File: config.mk
export PLATFORM = sky130hd
export DESIGN_NAME = apu_note_sequencer
export DESIGN_NICKNAME = d
export VERILOG_FILES = /design/src/rtl/apu_note_sequencer.sv
export SDC_FILE = /design/constraint.sdc
export NUM_CORES = 1
export LEC_CHECK = 0
export CORE_ASPECT_RATIO = 1.75
export CORE_MARGIN = 2
export CORE_UTILIZATION = 30
export DETAILED_ROUTE_END_ITERATION = 7
export PLACE_DENSITY = 0.57
export SLEW_MARGIN = 20
export SYNTH_ARGS = -nofsm -noshare
export SYNTH_HDL_FRONTEND = slang
export SYNTH_SLANG_ARGS = --single-unit
File: constraint.sdc
create_clock -name clk -period 3.68 [get_ports clk]
set_input_delay 0.92 -clock clk [delete_from_list [all_inputs] [get_ports clk]]
set_output_delay 0.92 -clock clk [all_outputs]
set_load 0.03 [all_outputs]
File: src/rtl/apu_note_sequencer.sv
// Frame-paced note sequencer feeding the APU pitch input, with manual-switch override.
// Optional per-step volume envelope enabled by defining APU_SEQ_ENVELOPE_EN.
module apu_note_sequencer #(
    parameter int LEN    = 16,
    parameter int LOOP   = 1,
    parameter int STEP_W = 4
) (
    input  logic              clk,
    input  logic              reset,
    input  logic              frame_tick,
    input  logic              start,
    input  logic              stop,
    input  logic [3:0]        tempo,
    input  logic              manual_en,
    input  logic [7:0]        manual_pitch,
    output logic [7:0]        pitch,
    output logic              gate,
    output logic [STEP_W-1:0] step_idx,
    output logic              busy,
    output logic              loop_done,
    output logic [3:0]        vol
);

    localparam logic [0:0]        ST_IDLE   = 1'b0;
    localparam logic [0:0]        ST_PLAY   = 1'b1;
    localparam logic [STEP_W-1:0] LAST_STEP = STEP_W'(LEN - 1);

    function automatic logic [7:0] rom_lookup(input logic [3:0] idx);
        case (idx)
            4'd0:    rom_lookup = 8'h40;
            4'd1:    rom_lookup = 8'h40;
            4'd2:    rom_lookup = 8'h00;
            4'd3:    rom_lookup = 8'h50;
            4'd4:    rom_lookup = 8'h48;
            4'd5:    rom_lookup = 8'h40;
            4'd6:    rom_lookup = 8'h00;
            4'd7:    rom_lookup = 8'h36;
            4'd8:    rom_lookup = 8'h40;
            4'd9:    rom_lookup = 8'h40;
            4'd10:   rom_lookup = 8'h00;
            4'd11:   rom_lookup = 8'h50;
            4'd12:   rom_lookup = 8'h60;
            4'd13:   rom_lookup = 8'h50;
            4'd14:   rom_lookup = 8'h48;
            4'd15:   rom_lookup = 8'h00;
            default: rom_lookup = 8'h00;
        endcase
    endfunction

    logic [0:0]        r_state;
    logic [STEP_W-1:0] r_step_idx;
    logic [3:0]        r_frame_cnt;
    logic [3:0]        r_tempo_q;
    logic [7:0]        r_pitch;
    logic              r_gate;
    logic              r_busy;
    logic              r_loop_done;
    logic [3:0]        r_vol;

    logic [0:0]        w_state_nxt;
    logic [STEP_W-1:0] w_step_nxt;
    logic [3:0]        w_cnt_nxt;
    logic [3:0]        w_tq_nxt;
    logic              w_loop_done_nxt;
    logic [7:0]        w_pitch_nxt;
    logic              w_gate_nxt;
    logic [3:0]        w_vol_nxt;

    // Playback FSM: stop beats start, start beats frame_tick.
    always_comb begin
        w_state_nxt     = r_state;
        w_step_nxt      = r_step_idx;
        w_cnt_nxt       = r_frame_cnt;
        w_tq_nxt        = r_tempo_q;
        w_loop_done_nxt = 1'b0;
        case (r_state)
            ST_IDLE: begin
                if (start && !stop) begin
                    w_state_nxt = ST_PLAY;
                    w_step_nxt  = '0;
                    w_cnt_nxt   = 4'd0;
                    w_tq_nxt    = tempo;
                end else begin
                    w_state_nxt = ST_IDLE;
                end
            end
            ST_PLAY: begin
                if (stop) begin
                    w_state_nxt = ST_IDLE;
                    w_cnt_nxt   = 4'd0;
                end else if (start) begin
                    w_step_nxt = '0;
                    w_cnt_nxt  = 4'd0;
                    w_tq_nxt   = tempo;
                end else if (frame_tick) begin
                    if (r_frame_cnt == r_tempo_q) begin
                        w_cnt_nxt = 4'd0;
                        w_tq_nxt  = tempo;
                        if (r_step_idx == LAST_STEP) begin
                            w_loop_done_nxt = 1'b1;
                            w_step_nxt      = '0;
                            if (LOOP == 0) begin
                                w_state_nxt = ST_IDLE;
                            end else begin
                                w_state_nxt = ST_PLAY;
                            end
                        end else begin
                            w_step_nxt = r_step_idx + STEP_W'(1);
                        end
                    end else begin
                        w_cnt_nxt = r_frame_cnt + 4'd1;
                    end
                end else begin
                    w_cnt_nxt = r_frame_cnt;
                end
            end
            default: begin
                w_state_nxt = ST_IDLE;
                w_step_nxt  = '0;
                w_cnt_nxt   = 4'd0;
            end
        endcase
    end

    // Pitch source follows the current (pre-edge) state, giving one cycle of lag.
    always_comb begin
        w_pitch_nxt = 8'h00;
        if (manual_en) begin
            w_pitch_nxt = manual_pitch;
        end else if (r_state == ST_PLAY) begin
            w_pitch_nxt = rom_lookup(4'(r_step_idx));
        end else begin
            w_pitch_nxt = 8'h00;
        end
    end

`ifdef APU_SEQ_ENVELOPE_EN
    logic w_vol_load;
    logic w_vol_dec;

    // Envelope: reload on start/step advance, decay per frame, manual pins it at full.
    always_comb begin
        w_vol_load = 1'b0;
        w_vol_dec  = 1'b0;
        w_vol_nxt  = r_vol;
        if (r_state == ST_IDLE) begin
            w_vol_load = start && !stop;
        end else begin
            w_vol_load = !stop && (start || (frame_tick && (r_frame_cnt == r_tempo_q)));
            w_vol_dec  = !stop && !start && frame_tick;
        end
        if (manual_en || w_vol_load) begin
            w_vol_nxt = 4'hF;
        end else if (w_vol_dec && (r_vol != 4'h0)) begin
            w_vol_nxt = r_vol - 4'h1;
        end else begin
            w_vol_nxt = r_vol;
        end
        w_gate_nxt = (w_pitch_nxt != 8'h00) && (manual_en || (r_vol != 4'h0));
    end
`else
    // Without the envelope the level is fixed and gate tracks pitch alone.
    always_comb begin
        w_vol_nxt  = 4'hF;
        w_gate_nxt = (w_pitch_nxt != 8'h00);
    end
`endif

    // State and output registers.
    always_ff @(posedge clk or posedge reset) begin
        if (reset) begin
            r_state     <= ST_IDLE;
            r_step_idx  <= '0;
            r_frame_cnt <= 4'd0;
            r_tempo_q   <= 4'd0;
            r_pitch     <= 8'h00;
            r_gate      <= 1'b0;
            r_busy      <= 1'b0;
            r_loop_done <= 1'b0;
            r_vol       <= 4'hF;
        end else begin
            r_state     <= w_state_nxt;
            r_step_idx  <= w_step_nxt;
            r_frame_cnt <= w_cnt_nxt;
            r_tempo_q   <= w_tq_nxt;
            r_pitch     <= w_pitch_nxt;
            r_gate      <= w_gate_nxt;
            r_busy      <= (w_state_nxt == ST_PLAY);
            r_loop_done <= w_loop_done_nxt;
            r_vol       <= w_vol_nxt;
        end
    end

    assign pitch     = r_pitch;
    assign gate      = r_gate;
    assign step_idx  = r_step_idx;
    assign busy      = r_busy;
    assign loop_done = r_loop_done;
    assign vol       = r_vol;

endmodule

==> parameters.txt <==
Parameter                              Value

Outcome
  Run status ... complete, no violations

Flow run
  Max-cap viol count ... 0

Hold path
  End point of the most critical hold path ... r_frame_cnt[3]$_DFFE_PP0P_
  Worst hold path type ... reg2reg
  Worst min-delay path startpoint ... r_frame_cnt[3]$_DFFE_PP0P_
  Hold-critical path depth ... 2

Worst setup path
  Highest cell delay on the worst timing path ... 0.76 ns
  Ordered list of cells on the worst path ... clkdlybuf4s50_1
  Data arrival at the endpoint of the critical path ... 1.62 ns
  Startpoint type of the worst setup path ... flip-flop
  Cell depth of the worst flop-to-flop path ... 6
  Critical path data required time ... 2.76 ns
  Gate family responsible for the most delay along the worst path ... buffers and inverters
  Critical Path Sink Type ... output pin
  Cell with the largest stage delay on the worst path ... clkdlybuf4s50_1
  Register-to-register setup slack ... 1.69 ns
  Worst path bufs/invs ... 1
  R2R Path End ... gate$_DFF_PP0_
  Start of the worst register-to-register path ... step_idx[1]$_DFFE_PP0P_
  Category of the most critical setup path ... reg2out
  Max Fanout on Critical Path ... 14

Timing
  Total count of hold-check failures in the final report ... 0
  Post-Route Skew ... 0.00362 ns
  Total negative slack ... 0 ns
  Worst-Margin Slew ... 0.865 ns
  Final Max Slew Viols ... 0
  Fraction of the cycle the final worst path needs ... 0.691
  Worst max-slew margin expressed relative to the limit ... 0.423
  Unrepaired setup endpoints after global routing ... no
  Setup-failing EPs final ... 0
  Achievable Freq ... 0.393 GHz
  Minimum period implied by the final worst setup slack ... 2.54 ns

Final layout
  Area overhead of the layout relative to synthesis ... 31.0%
  Fill cell count ... 422
  Area taken by flip-flops and latches ... 576 um2
  Net count, final ... 180
  Leading cell types in the layout, fill and taps excluded ... clkdlybuf4s50_1, dfrtp_1, nand2_1, ha_1, inv_1
  Most common cell after layout, fill and taps aside ... clkdlybuf4s50_1
  Ratio of cells with drive above 1 in the final layout ... 0.0855
  Area taken by multi-input logic gates ... 631 um2
  Diode insertion count for antenna repair ... 0

Pwr
  Power per Cell Area ... 338 nW/um2
  Leakage power ... 0.000686 uW
  Power Total ... 563 uW
  Peak supply drop ... 0.000156 V

GRT
  M3 GR Usage ... 0.0116
  Largest net degree at the start of global routing ... 24
  First-pass GRT wire length ... 4.44 mm
  GRT met1 Usage ... 0.114
  Number of global-route vias before repair ... 992
  Antenna violations before repair ... 0
  Most used routing layer ... met2
  Global-route congestion overflow total ... 0
  Tot GR Track Use ... 0.125
  M2 GR Usage ... 0.245

Placement
  DPL Wire Length ... 2.29 mm
  # port buffers ... 32
  Final weighted congestion of routability-driven global placement ... 0.760

Clock network
  Quantity of hold-fixing buffers added after cts ... 0
  Total setup buffers inserted after CTS ... 0
  Clock Sinks ... 23
  Clk slew on worst S/H paths ... 0.08 ns
  Clock insertion delay at the later pin of the skew report ... 0.27 ns
  H-tree levels ... 1
  PostCTS Resize Cnt ... 0
  Maximum number of buffers from clock root to sink ... 2
  Clock tree from TritonCTS ... built
  Clk root buf ... clkbuf_8
  Number of buffers created by CTS ... 3

Synthesis
  Number of cells produced by synthesis ... 121
  Share of synthesized area occupied by flip-flops and latches ... 0.452
  Mapped Area ... 1270 um2
  Register bit total from synthesis ... 23
  Number of distinct library cell variants in the gate-level netlist after synthesis ... 38
  Synthesis warning total ... 0
  Commonest register cell after synthesis ... dfrtp_1
  Number of enable-type register cells in the synthesized netlist ... 0
  Synthesized area divided by synthesized cell count ... 10.5 um2
  Fraction of registers with async set or reset after synthesis ... 1.00

Routing
  Count of routing violations after the opening detailed-route iteration ... 12
  Total iterations of the first detailed-routing run ... 2
  Number of vias after detailed routing ... 966
  Detailed-route DRC error count ... 0
  Remaining antenna violation count after routing ... 0
  Drt total wl ... 2.79 mm
  Average routed wire per standard cell ... 13.9 um
  Via count normalized by instance count ... 4.81

Floorplan
  Placement Rows ... 31
  Initial standard-cell utilization of the core ... 0.309
  Area of the core region ... 4110 um2
  Total Die Area ... 4800 um2
  Vertical die dimension ... 90.2 um
  Floorplan die width ... 53.2 um
  I/O pin count ... 37
[registers in the layout (all words and copies together), names as in the netlist]
register,flops
r_tempo_q,4
step_idx,4
pitch,8
gate,1
busy,1
loop_done,1
r_frame_cnt,4
[layer usage]
| layer | wire [um] | up-vias | share of wire |
|---|---|---|---|
| met4 | 62 | 0 | 0.022 |
| met3 | 154 | 5 | 0.055 |
| met2 | 1610 | 31 | 0.58 |
| met5 | 0 | - | 0 |
| met1 | 955 | 454 | 0.34 |
| li1 | - | 476 | - |
[power by group]
| group | internal (uW) | total [uW] | switching [uW] |
|---|---|---|---|
| Combinational | 55.8 | 120 | 63.9 |
| Clock | 76.7 | 161 | 84.4 |
| Sequential | 269 | 282 | 13.4 |
| Total | 401 | 563 | 162 |
[Yosys cell counts, types with 2 or more instances]
cell type  instances  area share
a21o_1             2       0.012
and2_1             3       0.015
buf_2              2      0.0079
buf_4              4       0.024
clkbuf_1           2      0.0059
dfrtp_1           23        0.45
ha_1               9       0.088
inv_1              8       0.024
mux2_2             5       0.044
mux2i_1            4       0.031
nand2_1           11       0.032
nand2b_1           2      0.0098
nand3_1            6       0.024
nor2_1             3      0.0088
nor2b_1            3       0.015
nor3_1             3       0.012
o21ai_0            5       0.020
or4_1              3       0.018
xnor2_1            4       0.028
[tightest hold or removal path, stage by stage (launching register included)]
cell and delay, ns:
dfrtp_1 0.40, nand2_1 0.06, o21ai_0 0.06
[how the worst max path moves through the flow]
| stage | from | endpoint | cells past startpoint |
|---|---|---|---|
| 2_1_floorplan | manual_pitch[2] | gate$_DFF_PP0_ | 3 |
| 3_3_place_gp | manual_pitch[2] | gate$_DFF_PP0_ | 4 |
| 3_5_place_dp | manual_pitch[2] | gate$_DFF_PP0_ | 4 |
| 4_1_cts | step_idx[3]$_DFFE_PP0P_ | step_idx[3] | 1 |
| 5_1_grt | step_idx[3]$_DFFE_PP0P_ | step_idx[3] | 1 |
| 6_report | step_idx[3]$_DFFE_PP0P_ | step_idx[3] | 1 |
[area by class of cell]
cell class / instances / area share
Sequential cell: 23 / 0.345
Inverter: 8 / 0.0180
Clock buffer: 3 / 0.0248
Clock inverter: 1 / 0.00450
Tap cell: 49 / 0.0368
Multi-Input combinational cell: 85 / 0.378
Timing Repair Buffer: 32 / 0.192
[cell families (layout without fill, tap and decap cells)]
kind of cell,Yosys count,in the layout,share of synthesized area
compound gates,20,20,0.123
xor+xnor,5,5,0.0344
fa+ha+maj,9,9,0.0885
buf+inv,16,44,0.0610
flops,23,23,0.452
mux,9,9,0.0757
other cells,1,4,0.00295
simple gates,38,38,0.162
[stage by stage]
step | setup WS (ns) | area (um2) | hold WS, ns | cells | util
final | 1.14 | 1670 | 0.556 | 201 | 0.405
after global routing | 1.08 | 1670 | 0.575 | 201 | 0.405
after CTS | 1.12 | 1670 | 0.565 | 201 | 0.405
after detailed placement | 0.966 | 1620 | 0.542 | 197 | 0.393
after global placement | 0.997 | 1620 | 0.522 | 197 | 0.393
after floorplan | 1.46 | 1280 | 0.502 | 124 | -
Power figures use the tool's default switching activity.
